[config.mk]
export PLATFORM = sky130hd
export DESIGN_NAME = ps2_key_decoder
export DESIGN_NICKNAME = d
export VERILOG_FILES = /design/src/rtl/ps2_pkg.sv /design/src/rtl/ps2_rx_frame.sv /design/src/rtl/ps2_key_decoder.sv
export SDC_FILE = /design/constraint.sdc
export NUM_CORES = 1
export LEC_CHECK = 0
export ABC_AREA = 1
export ABC_CLOCK_PERIOD_IN_PS = 1790
export BUFFER_PORTS_ARGS = -buffer_cell sky130_fd_sc_hd__buf_2
export CORE_ASPECT_RATIO = 0.9
export CORE_MARGIN = 4
export CORE_UTILIZATION = 55
export CTS_BUF_LIST = sky130_fd_sc_hd__clkbuf_4 sky130_fd_sc_hd__clkbuf_8
export CTS_CLUSTER_DIAMETER = 50
export DETAILED_ROUTE_END_ITERATION = 16
export PLACE_DENSITY = 0.74
export SETUP_SLACK_MARGIN = 0.05
export SYNTH_ARGS = -nofsm -noshare
export SYNTH_HDL_FRONTEND = slang
export SYNTH_SLANG_ARGS = --single-unit
[constraint.sdc]
create_clock -name clk -period 1.79 [get_ports clk]
set_input_delay 0.179 -clock clk [delete_from_list [all_inputs] [get_ports clk]]
set_output_delay 0.179 -clock clk [all_outputs]
set_load 0.005 [all_outputs]
[src/rtl/ps2_pkg.sv]
// Shared scan-code/ASCII constants, receive FSM states and the game-key lookup.
package ps2_pkg;

    // Scan-code set 2 make codes for the game keys, plus the prefix bytes
    localparam logic [7:0] SC_A     = 8'h1C;
    localparam logic [7:0] SC_D     = 8'h23;
    localparam logic [7:0] SC_W     = 8'h1D;
    localparam logic [7:0] SC_S     = 8'h1B;
    localparam logic [7:0] SC_BREAK = 8'hF0;
    localparam logic [7:0] SC_EXT   = 8'hE0;

    localparam logic [7:0] ASC_A = 8'd97;
    localparam logic [7:0] ASC_D = 8'd100;
    localparam logic [7:0] ASC_W = 8'd119;
    localparam logic [7:0] ASC_S = 8'd115;

    typedef enum logic [1:0] {
        ST_IDLE,
        ST_DATA,
        ST_PARITY,
        ST_STOP
    } rx_state_e;

    typedef struct packed {
        logic       hit;
        logic [7:0] ascii;
    } key_map_t;

    // Translate a make code to ASCII; hit=0 for keys the game does not use
    function automatic key_map_t map_key(input logic [7:0] code);
        key_map_t m;
        m.hit   = 1'b1;
        m.ascii = 8'd0;
        case (code)
            SC_A:    m.ascii = ASC_A;
            SC_D:    m.ascii = ASC_D;
            SC_W:    m.ascii = ASC_W;
            SC_S:    m.ascii = ASC_S;
            default: m.hit   = 1'b0;
        endcase
        return m;
    endfunction

endpackage

[src/rtl/ps2_rx_frame.sv]
// PS/2 frame receiver: pin synchronisers, falling-edge detect, 11-bit frame
// FSM with odd-parity check and a mid-frame inactivity timeout.
module ps2_rx_frame
    import ps2_pkg::*;
#(
    parameter int TIMEOUT_CYCLES = 50000
) (
    input  logic       clk,
    input  logic       rst,
    input  logic       ps2_clk,
    input  logic       ps2_data,
    output logic [7:0] data_byte,
    output logic       byte_valid,
    output logic       err
);

    localparam int TO_W = $clog2(TIMEOUT_CYCLES + 1);
    localparam logic [TO_W-1:0] TO_LAST = TO_W'(TIMEOUT_CYCLES - 1);

    logic [1:0]      clk_sync;
    logic [1:0]      data_sync;
    logic            clk_prev;
    logic            fall;
    logic            din;

    rx_state_e       state, state_n;
    logic [2:0]      bit_cnt, bit_cnt_n;
    logic [7:0]      shreg, shreg_n;
    logic            par_err, par_err_n;
    logic [TO_W-1:0] to_cnt, to_cnt_n;
    logic            byte_valid_n, err_n;

    // Two-stage synchronisers plus one history bit for edge detection; idle-high
    always_ff @(posedge clk) begin
        if (rst) begin
            clk_sync  <= 2'b11;
            data_sync <= 2'b11;
            clk_prev  <= 1'b1;
        end else begin
            clk_sync  <= {clk_sync[0], ps2_clk};
            data_sync <= {data_sync[0], ps2_data};
            clk_prev  <= clk_sync[1];
        end
    end

    assign fall      = clk_prev & ~clk_sync[1];
    assign din       = data_sync[1];
    assign data_byte = shreg;

    // Frame state register; pulses are registered so they are glitch-free
    always_ff @(posedge clk) begin
        if (rst) begin
            state      <= ST_IDLE;
            bit_cnt    <= 3'd0;
            shreg      <= 8'd0;
            par_err    <= 1'b0;
            to_cnt     <= '0;
            byte_valid <= 1'b0;
            err        <= 1'b0;
        end else begin
            state      <= state_n;
            bit_cnt    <= bit_cnt_n;
            shreg      <= shreg_n;
            par_err    <= par_err_n;
            to_cnt     <= to_cnt_n;
            byte_valid <= byte_valid_n;
            err        <= err_n;
        end
    end

    // Next-state: one bit consumed per synchronised falling edge
    always_comb begin
        state_n      = state;
        bit_cnt_n    = bit_cnt;
        shreg_n      = shreg;
        par_err_n    = par_err;
        to_cnt_n     = '0;
        byte_valid_n = 1'b0;
        err_n        = 1'b0;

        if (state != ST_IDLE && !fall)
            to_cnt_n = to_cnt + 1'b1;

        case (state)
            ST_IDLE: begin
                if (fall) begin
                    if (!din) begin
                        state_n   = ST_DATA;
                        bit_cnt_n = 3'd0;
                        par_err_n = 1'b0;
                    end else begin
                        err_n = 1'b1;
                    end
                end
            end
            ST_DATA: begin
                if (fall) begin
                    shreg_n   = {din, shreg[7:1]};
                    bit_cnt_n = bit_cnt + 3'd1;
                    if (bit_cnt == 3'd7)
                        state_n = ST_PARITY;
                end
            end
            ST_PARITY: begin
                // Data plus parity must hold an odd number of ones
                if (fall) begin
                    par_err_n = ~(^{din, shreg});
                    state_n   = ST_STOP;
                end
            end
            ST_STOP: begin
                if (fall) begin
                    if (din && !par_err)
                        byte_valid_n = 1'b1;
                    else
                        err_n = 1'b1;
                    state_n = ST_IDLE;
                end
            end
            default: state_n = ST_IDLE;
        endcase

        // Keyboard stalled mid-frame: drop the partial byte
        if (state != ST_IDLE && !fall && to_cnt == TO_LAST) begin
            state_n  = ST_IDLE;
            err_n    = 1'b1;
            to_cnt_n = '0;
        end
    end

endmodule

[src/rtl/ps2_key_decoder.sv]
// Game-key decoder: turns received scan-code bytes into an ASCII key and a
// press counter, tracking break/extended prefixes and the held key.
module ps2_key_decoder
    import ps2_pkg::*;
#(
    parameter int TIMEOUT_CYCLES = 50000,
    parameter int REPEAT_EN      = 1
) (
    input  logic       clk,
    input  logic       rst,
    input  logic       ps2_clk,
    input  logic       ps2_data,
    output logic [7:0] ps2_out,
    output logic [7:0] dataReg,
    output logic       key_valid,
    output logic       frame_err
);

    logic [7:0] rx_byte;
    logic       rx_valid;
    logic       rx_err;

    logic       break_flag, break_flag_n;
    logic       ext_flag, ext_flag_n;
    logic [7:0] held, held_n;
    logic [7:0] ps2_out_n, dataReg_n;
    logic       key_valid_n;
    key_map_t   km;

    ps2_rx_frame #(
        .TIMEOUT_CYCLES(TIMEOUT_CYCLES)
    ) u_rx (
        .clk        (clk),
        .rst        (rst),
        .ps2_clk    (ps2_clk),
        .ps2_data   (ps2_data),
        .data_byte  (rx_byte),
        .byte_valid (rx_valid),
        .err        (rx_err)
    );

    assign frame_err = rx_err;
    assign km        = map_key(rx_byte);

    // Decoder state and outputs; key and count always move together
    always_ff @(posedge clk) begin
        if (rst) begin
            break_flag <= 1'b0;
            ext_flag   <= 1'b0;
            held       <= 8'd0;
            ps2_out    <= 8'd0;
            dataReg    <= 8'd0;
            key_valid  <= 1'b0;
        end else begin
            break_flag <= break_flag_n;
            ext_flag   <= ext_flag_n;
            held       <= held_n;
            ps2_out    <= ps2_out_n;
            dataReg    <= dataReg_n;
            key_valid  <= key_valid_n;
        end
    end

    // Byte classification: prefixes set flags, releases clear held, makes count
    always_comb begin
        break_flag_n = break_flag;
        ext_flag_n   = ext_flag;
        held_n       = held;
        ps2_out_n    = ps2_out;
        dataReg_n    = dataReg;
        key_valid_n  = 1'b0;

        if (rx_valid) begin
            if (rx_byte == SC_BREAK) begin
                break_flag_n = 1'b1;
            end else if (rx_byte == SC_EXT) begin
                ext_flag_n = 1'b1;
            end else if (ext_flag) begin
                // Extended keys (arrows etc.) are not game keys, make or break
                ext_flag_n   = 1'b0;
                break_flag_n = 1'b0;
            end else if (break_flag) begin
                break_flag_n = 1'b0;
                if (rx_byte == held)
                    held_n = 8'd0;
            end else if (km.hit) begin
                if (!(REPEAT_EN == 0 && rx_byte == held)) begin
                    ps2_out_n   = km.ascii;
                    dataReg_n   = dataReg + 8'd1;
                    key_valid_n = 1'b1;
                    held_n      = rx_byte;
                end
            end
        end
    end

endmodule

==> results of run 1 <==
==> critical path: stages (launching register included) <==
cell and delay (ns):
dfxtp_1 0.36, inv_1 0.07, ha_1 0.23, nand2_1 0.10, inv_1 0.07, nand2_1 0.10
nand3_2 0.10, buf_4 0.19, nand2_1 0.06, nor2_1 0.05, nor2_1 0.08, nor2_1 0.05
==> path summary, 6_finish.rpt <==
check                                 start                     endpoint  slack [ns]  cells after the start
max          u_rx.data_byte[6]$_SDFFE_PP0P_      dataReg[7]$_SDFFE_PP0P_        0.23                     11
min                                 ps2_clk  u_rx.clk_sync[0]$_SDFF_PP1_        0.06                      2
max reg2reg  u_rx.data_byte[6]$_SDFFE_PP0P_      dataReg[7]$_SDFFE_PP0P_        0.23                     11
min reg2reg     u_rx.clk_sync[1]$_SDFF_PP1_     u_rx.clk_prev$_SDFF_PP1_        0.42                      2
==> what timing repair did <==
| action | CTS | global route |
|---|---|---|
| buffers inserted | 0 | 0 |
| setup endpoints to repair | 0 | 10 |
| hold endpoints to repair | 0 | 0 |
| gates resized for setup | 0 | 7 |
==> through the flow <==
step           util [%]  hold WS, ns  instances
5_1_grt            64.0       0.0521        464
3_5_place_dp       61.5        0.366        456
4_1_cts            63.5       0.0490        464
6_report           64.0       0.0552        464
3_3_place_gp       61.5        0.364        456
2_1_floorplan         -        0.283        385
==> synthesized netlist by cell type, types with 2 or more instances <==
master	instances
nand3b_1	2
dfxtp_1	52
nand3_1	15
ha_1	19
nand4_1	20
xor2_1	3
nor2_1	51
nor2_2	3
clkbuf_1	2
nor3_1	7
or2_2	4
buf_4	5
buf_2	4
inv_1	54
inv_2	3
xnor2_1	3
o21ai_0	19
a21oi_1	30
nand2_1	78
==> cell families (layout without fill, tap and decap cells) <==
logic type / Yosys count / in the layout / share of synthesized area, %
AND/OR/NAND/NOR: 185 / 185 / 30.4
buffers and inverters: 70 / 87 / 11.0
flip-flops: 52 / 52 / 38.3
AO/OA/AOI/OAI: 51 / 51 / 9.53
adder cells (fa/ha/maj): 19 / 19 / 8.75
XOR/XNOR: 6 / 6 / 1.93
other: 1 / 2 / 0.138
==> final cells by class <==
type	count	area, um^2
Fill cell	433	1660
Multi-Input combinational cell	263	1400
Sequential cell	52	1040
Inverter	57	214
Timing Repair Buffer	22	121
Tap cell	62	77.6
Clock buffer	6	76.3
Clock inverter	2	13.8
==> power by group through the flow <==
stage	Clock [mW]	Combinational, mW	Sequential, mW
final	0.680	0.459	1.25
after global routing	0.749	0.534	1.26
after detailed placement	0	0.457	1.28
after global placement	0	0.447	1.28
after floorplan	0	0.393	1.27
after CTS	0.694	0.460	1.25
==> state kept, by name (all words and copies together) (netlist names), 2 cells and up <==
register and cells:
u_rx.to_cnt 16, ps2_out 4, u_rx.state 2, u_rx.clk_sync 2
dataReg 8, u_rx.bit_cnt 3, u_rx.data_sync 2, u_rx.data_byte 8
==> per-layer routing <==
layer | part of all wire [%] | vias up
met5 | 0 | -
li1 | - | 1258
met4 | 1.1 | 0
met1 | 51 | 1049
met2 | 42 | 50
met3 | 5.6 | 8
==> impl_metrics.yaml, run 1 <==
clock_tree:
  htree_levels: 2
  clock-sinks: 52
  path_clk_slew_ns: 0.10
  worstSkewPairLatency_ns: 0.30
  numCtsBuffers: 5
  cts.root.buffer_cell: "clkbuf_8"
  clockBufferDepth: 2
  ctsHoldBuffers: 0
  tritoncts: "built"
sta:
  drv_slew: 0
  finalSetupViolCount: 0
  rsz0062_at_grt: "no"
  max_clock_freq_mhz: 641
  tns_ns: 0
  finClkSkew_ns: 0.00712
  finalWorstSetupSlack_ns: 0.231
  hold_viol_final: 0
  min_period_ns: 1.56
  final.period_utilization_pct: 87.1
route:
  route.detailed.drc: 0
  firstDrtPassIters: 4
  postRouteAntennaNets: 0
  wl_mm: 5.22
  post_drt_wl_per_cell_um: 11.3
  drt_iter0_drc: 133
  via_count: 2365
  viasPerCell: 5.10
placement:
  gp_congestion: 0.886
  dpl_cell_area_um2: 2830
  numPortBuffers: 19
  post-place-ws_ns: 0.122
  place.detailed.hpwl_mm: 3.90
finish:
  diodes: 0
  layout_commonest_cell: "nand2_1"
  syn_to_final_growth_pct: 8.48
  final_nets: 424
  final_cell_mix: "78 x nand2_1, 54 x inv_1, 50 x nor2_1, 50 x dfxtp_1, 29 x a21oi_1"
  drive_gt1_share_pct: 11.9
  final_area_um2: 2950
synth:
  synth-seq-cells: 52
  synth_area_um2: 2720
  synth_top_area_cell: "dfxtp_1"
  syn-instance-count: 384
  synth_flop_cell: "dfxtp_1"
  synth_edf_count: 0
  synth_largest_type_area_fraction_pct: 38.3
  synth_area_per_cell_um2: 7.07
  yosys-top-cells-area: "dfxtp_1 38%, nand2_1 11%, ha_1 8.8%"
  async_flop_share_pct: 0
  synth-seq-area-share_pct: 38.3
  ys_types: 29
  synth_warnings: 0
global_route:
  grt_util_met2_pct: 29.3
  gr-usage-met1_pct: 27.1
  antenna_found_initial: 0
  grt-ovfl-total: 0
  grt_pass1_wl_mm: 9.28
  grt_pass1_vias: 2207
  grt.met3_usage_pct: 4.07
  grtUsageTotal_pct: 19.0
  grt.busiest_layer: "met2"
  grt_start_max_net_pins: 19
run:
  cap_violations: 0
worst_hold_path:
  hold_path_class: "input port to register"
power:
  vdd_drop_max_mv: 0.707
  power_density_nw_per_um2: 811
  p_clk_share_pct: 28.4
  swShare_pct: 30.6
  seqPwrFrac_pct: 52.3
  internal_power_mw: 1.66
  combinationalPowerShare_pct: 19.2
  power_leakage_nw: 1.25
  power.total_mw: 2.39
  power.switching_uw: 730
setup_path:
  critPathKind: "register to register"
  crit_arrival_ns: 1.76
  critPathRequiredTime_ns: 1.99
  cp-start-kind: "register"
  critPathMaxFanout: 12
  end_kind: "register"
die:
  num_rows: 23
  core_um2: 4600
  start_util_pct: 59.0
  die-area_um2: 6130
  io_pins: 22
  die_y_um: 74.7
  fp.dieW_um: 82.1
status:
  outcome: "completed"
(Power assumes the default switching activity.)
==> inputs of run 2 (changes only) <==
--- a/config.mk
+++ b/config.mk
@@ -9,7 +9,7 @@
 export ABC_CLOCK_PERIOD_IN_PS = 1790
 export BUFFER_PORTS_ARGS = -buffer_cell sky130_fd_sc_hd__buf_2
 export CORE_ASPECT_RATIO = 0.9
-export CORE_MARGIN = 4
+export CORE_MARGIN = 1
 export CORE_UTILIZATION = 55
 export CTS_BUF_LIST = sky130_fd_sc_hd__clkbuf_4 sky130_fd_sc_hd__clkbuf_8
 export CTS_CLUSTER_DIAMETER = 50
==> impl_metrics.yaml, run 2 (same netlist as run 1, synthesis figures left out) <==
setup_path:
  crit_arrival_ns: 1.74
  end_kind: "register"
  cp-start-kind: "register"
  critPathKind: "register to register"
  cpPeakStageDelay_ns: 0.36
  critPathMaxFanout: 12
  cp_cell_sequence: "inv_1, ha_1, nand2_1, inv_1, nand2_1, nand3_2, buf_4, nand2_1, nor2_1, nor2_1, nor2_1"
  critPathRequiredTime_ns: 2.00
  reg2reg_slack_ns: 0.26
  worst-path-buf-inv: 3
  cp_top_family: "simple AND/OR/NAND/NOR gates"
  crit_slowest_cell: "dfxtp_1"
global_route:
  grt_pass1_wl_mm: 8.60
  grt-ovfl-total: 0
  grtUsageTotal_pct: 20.9
  antenna_found_initial: 0
  grt_start_max_net_pins: 19
  grt_pass1_vias: 2012
route:
  firstDrtPassIters: 4
  post_drt_wl_per_cell_um: 11.0
  drt_iter0_drc: 137
  postRouteAntennaNets: 0
  via_count: 2330
  route.detailed.drc: 0
  wl_mm: 5.12
  viasPerCell: 5.02
sta:
  min_period_ns: 1.53
  rsz0062_at_grt: "no"
  finalWorstSetupSlack_ns: 0.256
  max_clock_freq_mhz: 652
  tns_ns: 0
  finalSetupViolCount: 0
  hold_viol_final: 0
  final.period_utilization_pct: 85.7
  finClkSkew_ns: 0.00690
  drv_slew: 0
  hold_ws_ns: 0.0560
finish:
  diodes: 0
  multiInputGateArea_um2: 1400
  seq_area_um2: 1040
  syn_to_final_growth_pct: 9.07
  largest_register_ffs: 16
  drive_gt1_share_pct: 11.4
  fill_cells: 430
  layout_commonest_cell: "nand2_1"
  regMostFlops: "u_rx.to_cnt"
  final_nets: 424
  final_cell_mix: "78 x nand2_1, 54 x inv_1, 51 x dfxtp_1"
power:
  power_density_nw_per_um2: 853
  vdd_drop_max_mv: 0.666
  power_leakage_nw: 1.26
die:
  die_y_um: 68.7
  io_pins: 22
  core_um2: 4600
  num_rows: 23
  start_util_pct: 59.0
  fp.dieW_um: 76.1
  die-area_um2: 5220
placement:
  numPortBuffers: 19
  place.detailed.hpwl_mm: 3.79
  gp_congestion: 0.882
  post-place-ws_ns: 0.148
clock_tree:
  worstSkewPairLatency_ns: 0.31
  numCtsBuffers: 5
  cts.root.buffer_cell: "clkbuf_8"
  path_clk_slew_ns: 0.09
  clock-sinks: 52
  clockBufferDepth: 2
  tritoncts: "built"
  htree_levels: 2
  ctsHoldBuffers: 0
status:
  outcome: "completed"
run:
  cap_violations: 0
worst_hold_path:
  hold_path_class: "input port to register"
-- run 2: cell count changes in the layout (fill, tap and decap cells not counted), sizes merged --
cell / previous run / this run
clkinv: 1 / 0
bufinv: 0 / 1
-- run 2: metal layers --
| metal | track usage, % | vias up | wire length, um |
|---|---|---|---|
| met5 | 0 | - | 0 |
| met4 | 7.93 | 0 | 76 |
| met3 | 3.55 | 8 | 183 |
| met2 | 34.5 | 44 | 2200 |
| met1 | 27.8 | 1024 | 2660 |
| li1 | - | 1254 | - |
-- run 2: final timing paths --
path | start | endpoint | cells past startpoint
setup reg to reg | u_rx.data_byte[6]$_SDFFE_PP0P_ | dataReg[7]$_SDFFE_PP0P_ | 11
hold / removal | ps2_data | u_rx.data_sync[0]$_SDFF_PP1_ | 2
hold reg to reg | u_rx.data_sync[0]$_SDFF_PP1_ | u_rx.data_sync[1]$_SDFF_PP1_ | 1
setup / recovery | u_rx.data_byte[6]$_SDFFE_PP0P_ | dataReg[7]$_SDFFE_PP0P_ | 11
-- run 2: what timing repair did --
item,4_1_cts,5_1_grt
resized for setup,0,4
setup buffers,0,0
endpoints found under the setup margin,0,10
-- run 2: report_power, final --
group / internal (mW) / switching [mW]
clock: 0.438 / 0.378
combinational: 0.157 / 0.302
sequential: 1.21 / 0.0436
-- run 2: per-stage QoR --
step / std cells / util, % / instance area (um^2) / total power [mW]
2_1_floorplan: 385 / - / 2720 / 1.66
3_3_place_gp: 456 / 61.5 / 2830 / 1.72
3_5_place_dp: 456 / 61.5 / 2830 / 1.73
4_1_cts: 464 / 64.0 / 2950 / 2.55
5_1_grt: 464 / 64.3 / 2960 / 2.67
6_report: 464 / 64.3 / 2960 / 2.53
-- run 2: cell type report --
type / count / share of cell area [%]
clock inverter: 2 / 1.31
sequential: 52 / 35.2
clock buffer: 6 / 2.58
timing repair buffer: 22 / 3.97
multi-input combinational: 263 / 47.1
inverter: 57 / 7.22
tap: 62 / 2.62
